### config.mk
export PLATFORM = sky130hd
export DESIGN_NAME = pipe_ctrl
export DESIGN_NICKNAME = d
export VERILOG_FILES = /design/src/rtl/pipe_ctrl.sv
export SDC_FILE = /design/constraint.sdc
export NUM_CORES = 1
export LEC_CHECK = 0
export BUFFER_PORTS_ARGS = -buffer_cell sky130_fd_sc_hd__buf_4
export CAP_MARGIN = 0
export CORE_MARGIN = 5
export CORE_UTILIZATION = 45
export DETAILED_ROUTE_END_ITERATION = 10
export HOLD_SLACK_MARGIN = 0.03
export PLACE_DENSITY = 0.72
export SLEW_MARGIN = 10
export SYNTH_ARGS = -nofsm -noshare
export SYNTH_HDL_FRONTEND = slang
export SYNTH_SLANG_ARGS = --single-unit
### constraint.sdc
create_clock -name clk -period 1.8 [get_ports clk]
set_input_delay 0.27 -clock clk [delete_from_list [all_inputs] [get_ports clk]]
set_output_delay 0.27 -clock clk [all_outputs]
set_load 0.01 [all_outputs]
### src/rtl/pipe_ctrl.sv
// Pipeline hazard controller for the 5-stage core: drives en/clr of every pipeline
// register, sequences the iterative divider and counts stall cycles.
module pipe_ctrl #(
    parameter int DIV_CYCLES = 32,
    parameter int CNT_W      = 32
) (
    input  logic             clk,
    input  logic             rst,
    input  logic [4:0]       id_rs,
    input  logic [4:0]       id_rt,
    input  logic             id_use_rs,
    input  logic             id_use_rt,
    input  logic             ex_mem_read,
    input  logic [4:0]       ex_rd,
    input  logic             ex_br_taken,
    input  logic             ex_div_start,
    input  logic             imem_busy,
    input  logic             dmem_busy,
    input  logic             exc_valid,
    output logic             pc_en,
    output logic             fd_en,
    output logic             fd_clr,
    output logic             de_en,
    output logic             de_clr,
    output logic             em_en,
    output logic             em_clr,
    output logic             mw_en,
    output logic             mw_clr,
    output logic             div_done,
    output logic             redirect_hold,
    output logic [CNT_W-1:0] stall_cycles
);

    typedef enum logic {RUN, DIV} state_t;

    localparam logic [5:0] DIV_LOAD = 6'(DIV_CYCLES - 2);

    state_t           state_q, state_d;
    logic [5:0]       divCnt_q, divCnt_d;
    logic             brPend_q, brPend_d;
    logic [CNT_W-1:0] stallCnt_q;
    logic             loadUse, divBusy, divLast, branch;

    assign loadUse = ex_mem_read && (ex_rd != 5'd0) &&
                     ((id_use_rs && (id_rs == ex_rd)) || (id_use_rt && (id_rt == ex_rd)));
    assign divLast = (state_q == DIV) && (divCnt_q == 6'd0);
    // The start cycle already freezes the front end, so busy covers it too.
    assign divBusy = ((state_q == RUN) && ex_div_start) || ((state_q == DIV) && (divCnt_q != 6'd0));
    assign branch  = ex_br_taken || brPend_q;

    always_comb begin
        pc_en    = 1'b1;
        fd_en    = 1'b1;
        fd_clr   = 1'b0;
        de_en    = 1'b1;
        de_clr   = 1'b0;
        em_en    = 1'b1;
        em_clr   = 1'b0;
        mw_en    = 1'b1;
        mw_clr   = 1'b0;
        div_done = 1'b0;
        state_d  = state_q;
        divCnt_d = divCnt_q;
        brPend_d = brPend_q;
        if (rst) begin
            pc_en  = 1'b0;
            fd_en  = 1'b0;
            de_en  = 1'b0;
            em_en  = 1'b0;
            mw_en  = 1'b0;
            fd_clr = 1'b1;
            de_clr = 1'b1;
            em_clr = 1'b1;
            mw_clr = 1'b1;
        end else if (exc_valid) begin
            fd_clr   = 1'b1;
            de_clr   = 1'b1;
            em_clr   = 1'b1;
            mw_clr   = 1'b1;
            state_d  = RUN;
            brPend_d = 1'b0;
        end else if (dmem_busy || divBusy) begin
            // Freeze everything up to EX/MEM and bubble MEM/WB so WB never commits twice.
            pc_en  = 1'b0;
            fd_en  = 1'b0;
            de_en  = 1'b0;
            em_en  = 1'b0;
            mw_clr = 1'b1;
            if (!dmem_busy) begin
                if (state_q == RUN) begin
                    state_d  = DIV;
                    divCnt_d = DIV_LOAD;
                end else begin
                    divCnt_d = divCnt_q - 6'd1;
                end
            end
        end else begin
            if (divLast) begin
                div_done = 1'b1;
                state_d  = RUN;
            end
            if (branch) begin
                fd_clr   = 1'b1;
                de_clr   = 1'b1;
                pc_en    = !imem_busy;
                brPend_d = imem_busy;
            end else if (imem_busy || loadUse) begin
                pc_en  = 1'b0;
                fd_en  = 1'b0;
                de_clr = 1'b1;
            end
        end
    end

    always_ff @(posedge clk) begin
        if (rst) begin
            state_q    <= RUN;
            divCnt_q   <= 6'd0;
            brPend_q   <= 1'b0;
            stallCnt_q <= '0;
        end else begin
            state_q  <= state_d;
            divCnt_q <= divCnt_d;
            brPend_q <= brPend_d;
            if (!pc_en) begin
                stallCnt_q <= stallCnt_q + 1'b1;
            end
        end
    end

    assign redirect_hold = brPend_q;
    assign stall_cycles  = stallCnt_q;

endmodule

-- After elaboration in Yosys (flattened, before gate mapping)
Index checks and enable logic that the tools add are counted.
- register bits: 40
- logic and storage cells: 69
- output and inout port bits: 43
- input port bits: 25
- mux-type cells: 35
- eq/ne operators: 3
- bitwise logic cells: 4
- reductions and logical operators: 21
- add/sub/neg operators: 2
- operators by type and width (operator ; count):
    1-bit 2-to-1 mux ; 34
    32-bit by 1-bit adder with 32-bit output, second input constant ; 1
    5-bit equality test ; 2
    1-bit logical AND ; 7
    6-bit zero test ; 1
    6-bit 2-to-1 mux ; 1
    6-bit nonzero test ; 1
    6-bit by 1-bit subtractor with 6-bit output, second input constant ; 1
    1-bit logical OR ; 5
    5-bit nonzero test ; 1
    1-bit inverter ; 4
    2-bit AND reduction ; 2
    3-bit AND reduction ; 1
    2-bit != test, second input constant ; 1
    2-bit nonzero test ; 1
    2-bit OR reduction ; 1
    1-bit zero test ; 1

-- Longest topological paths before layout
- word-level depth: 10
- mapped depth: 10
- gate-level depth less buffers: 8

-- Worst setup path after synthesis
Ideal clock, no wire load.
- kind: register -> output
- start point: reg divCnt_q[0]
- end point: out pc_en
- slack: -195 ps
- data arrival time: 1725 ps
- cell stages (with the launch flop): 10
- required time: 1530 ps
- path buffers: 2
- cell sequence: dfxtp_1 inv_1 ha_1 nand4bb_2 o22ai_4 a21o_1 o31a_1 buf_6 buf_4 and2_1
- word-level cells in the longest chain between the ends: 7
- ends and longest elaborated chain (element ; RTL line ; RTL):
    start: declaration ; 39 ; logic [5:0] divCnt_q, divCnt_d;
    start signal: assignment ; 123 ; divCnt_q <= divCnt_d;
    6-bit nonzero test ; 48 ; assign divBusy = ((state_q == RUN) && ex_div_start) || ((state_q == DIV) && (divCnt_q != 6'd0));
    1-bit logical AND ; 48 ;
    1-bit logical OR ; 48 ;
    1-bit logical OR ; 82 ; end else if (dmem_busy || divBusy) begin
    1-bit 2-to-1 mux ; 82 ;
    1-bit 2-to-1 mux ; 75 ; end else if (exc_valid) begin
    1-bit 2-to-1 mux ; 65 ; if (rst) begin
    end: declaration ; 20 ; output logic pc_en,
Every way passes these cells.

-- Worst setup path in the final report
Same ends and word-level chain as after synthesis.

==> run metrics <==
I/O pin cnt 68; synth top area cells dfxtp_1, a21oi_1, o21ai_0; post-synth net total 317; global route overflow 0; Setup CP Type reg2out; FFs w/ async S/R, synth 0%; fmax 467.1 MHz; Slew Viols, Final 0; nets 453; Compound-Gate Fraction of Synth Area 26.14%; top-count cell post-synth dfxtp_1; Max Cap Viol 0; Crit path largest cell delay 0.33 ns; Worst-Skew Late Latency 0.29 ns; worst-path fanout max 3; post-synth top area share 34.08%; reg-to-reg slack, setup -0.31 ns; Finished Cell Area 3909 sq um; final wirelength 7800 um; measured slew at the worst slew-check pin 0.3618 ns; average wire per cell in the routed design 15.73 um; vias after detailed routing 2,733; Worst R2R Path Depth 10; final setup vio count 37; # H-tree levels 2; mux cell area share after synthesis 0.9052%; xor/xnor share of the synthesized area 4.100%; WP buf/inv 3; fin crit period 2.141 ns; Area growth syn-to-layout 66.35%; largest family of logic cells by synthesized area simple AND/OR/NAND/NOR gates; Cell Chain, Critical Path inv_2 -> ha_4 -> nand4bb_4 -> o22ai_4 -> a21o_1 -> o31a_1 -> buf_6 -> and2_4 -> buf_6; antenna cells 0; RR Endpoint stall_cycles[31]; Seq/Total Area, Yosys 34.08%; Syn Std Cell Area 2350 sq um; Initial Util 46.30%; Netlist cell types 50; depth of the worst hold-timing path 3; worst vdd ir 0.3979 mV; 1st-iter DRT viols 147; adder-cell area share of the yosys netlist 1.597%; part of the cycle the worst path needs 118.9%; share of cells above drive strength 1 51.64%; DR pass1 iterations 4; CTS sink cnt 40; main flop type after synthesis dfxtp_1; Inserted Clock Buffers 5; Hold Path Sink redirect_hold; Ys Warns 0; IO buf count 67; Sw Pwr 0.5236 mW; cell family with the largest share of critical-path delay compound AO/OA/AOI/OAI gates; violated checks negative setup slack; Post-Place Worst Slack -0.3731 ns; Critical Path RT 1.53 ns; Pleak 1.521 nW; Clock power frac 33.1%; DP Area 3363 sq um; Power Total 1.936 mW; Antenna Nets Post-Route 0; Die H 82.26 um; clock skew 0.009923 ns; Crit Reg-Reg Startpoint divCnt_q[0]; DRC 0; Int Pwr 1.412 mW; vias per cell 5.510; sequential power share 46.9%; crit path DAT 1.87 ns; Logic pwr share 20.0%; Worst Setup End Kind output pin; Post-synth EDFFs 0; Final Hold Vio Count 0; crit start category flip-flop; global-route wire length before repair 12,680 um; hold crit path type in2reg; Switching Fraction 27.05%; largest net degree at the start of global routing 22; number of global-route vias before repair 2,753; Core ar. 5075 sq um; floorplan row count 26; Final Wtd Congestion 0.8270; Die W 82.26 um; final cell count without fillers 496; global router's overall resource usage 23.72%; #FFs+latches synth 40; outcome finished with violations; min-delay src ex_br_taken; CTS Root Buffer Type clkbuf_8; most frequent cells after synthesis dfxtp_1, a21oi_1, o21ai_0; Post-Syn Instances 289; simple-gate portion of the synthesized area 26.94%; post-synth top area cell dfxtp_1; Worst slew margin 75.79%; clock slew at reported path FFs 0.09 ns; slowest stage cell on the critical path dfxtp_2; Post-Place Cells 469; Max Buffers Root-to-Sink 2; CTS tree built; Most common cell on crit path buf_6; pwr/cell area 495.3 nW/um^2; initial antenna violation count 0; Final WS setup -0.3410 ns; syn_area_per_cell 8.131 sq um; hpwl dp 5271 um; RSZ-0062 raised after global routing true; CTS Hold Bufs 0; die area 6767 sq um
## per-stage QoR
stage / util (%) / hold WS (ns) / TNS [ns]
after floorplan: - / 0.4229 / -0.3383
after global placement: 66.27 / 0.4686 / -6.353
after detailed placement: 66.27 / 0.4804 / -7.725
after CTS: 73.87 / 0.2630 / -8.301
after global routing: 77.02 / 0.2739 / -11.18
final: 77.02 / 0.2587 / -7.681
## how the worst max path moves through the flow
| stage | startpoint | endpoint | cells past startpoint |
|---|---|---|---|
| floorplan | divCnt_q[1] | pc_en | 9 |
| global placement | ex_rd[0] | stall_cycles[8] | 8 |
| detailed placement | ex_rd[3] | stall_cycles[5] | 8 |
| CTS | divCnt_q[0] | stall_cycles[23] | 10 |
| global route | divCnt_q[0] | pc_en | 9 |
| finish | divCnt_q[0] | pc_en | 9 |
## state kept, by name, summed over array words and instances, names as in the netlist
| name | cells |
|---|---|
| divCnt_q | 6 |
| redirect_hold | 1 |
| stall_cycles | 32 |
| state_q | 1 |
## power by group through the flow
stage	logic (mW)	clock network, mW	registers [mW]
floorplan	0.155	0	0.931
global placement	0.307	0	0.926
detailed placement	0.312	0	0.927
CTS	0.371	0.651	0.906
global route	0.418	0.700	0.910
finish	0.387	0.641	0.907
## repair_timing
action / in CTS / in global routing
pin swaps: 45 / 27
setup endpoints to repair: 38 / 45
buffers inserted: 16 / 3
resized for setup: 35 / 39
gates cloned: 2 / 0
## final cells by class
type	count	area, sq um
multi-input combinational	219	1670
timing repair buffer	143	1182
fill	363	1166
sequential	40	815.8
tap	70	87.58
clock buffer	6	82.58
inverter	16	60.06
clock inverter	2	10.01
## layer usage
metal,GRT usage [%],share of wire (%),vias to the layer above,wire (um)
met2,43.91,52,75,4052
met1,28.42,42,1311,3311
met5,0,0,-,0
met3,4.230,4.8,8,375
li1,-,-,1339,-
met4,4.651,0.78,0,61
## cell usage in the layout, fill, tap and decap left out, types with 3 or more instances in the layout
master and instances:
a21oi_1 22, a21oi_2 12, and2_1 3, and3_1 6, buf_4 126, buf_6 11
buf_8 3, clkbuf_8 6, dfxtp_1 30, dfxtp_2 9, inv_1 14, nand2_1 20
nand3_1 16, nand4_1 8, nor2_1 14, nor2_4 3, o21a_1 3, o21ai_0 17
o21ai_1 3, o21ai_2 5, o31ai_1 5, or3_1 10, or3_4 4, or4_1 7
or4_4 4, xnor2_1 7, xnor2_2 3
## tightest hold or removal path: stages
cell and delay (ns):
buf_4 0.12, nand2_1 0.05, a221oi_1 0.07
## cell families (layout without fill, tap and decap cells)
group / count (synthesis) / count (layout)
AND/OR/NAND/NOR: 112 / 112
multiplexers: 2 / 2
buffers and inverters: 30 / 167
flip-flops: 40 / 40
AO/OA/AOI/OAI: 91 / 91
adder cells (fa/ha/maj): 3 / 3
XOR/XNOR: 11 / 11
No activity file was read; power rests on OpenSTA's default activity.
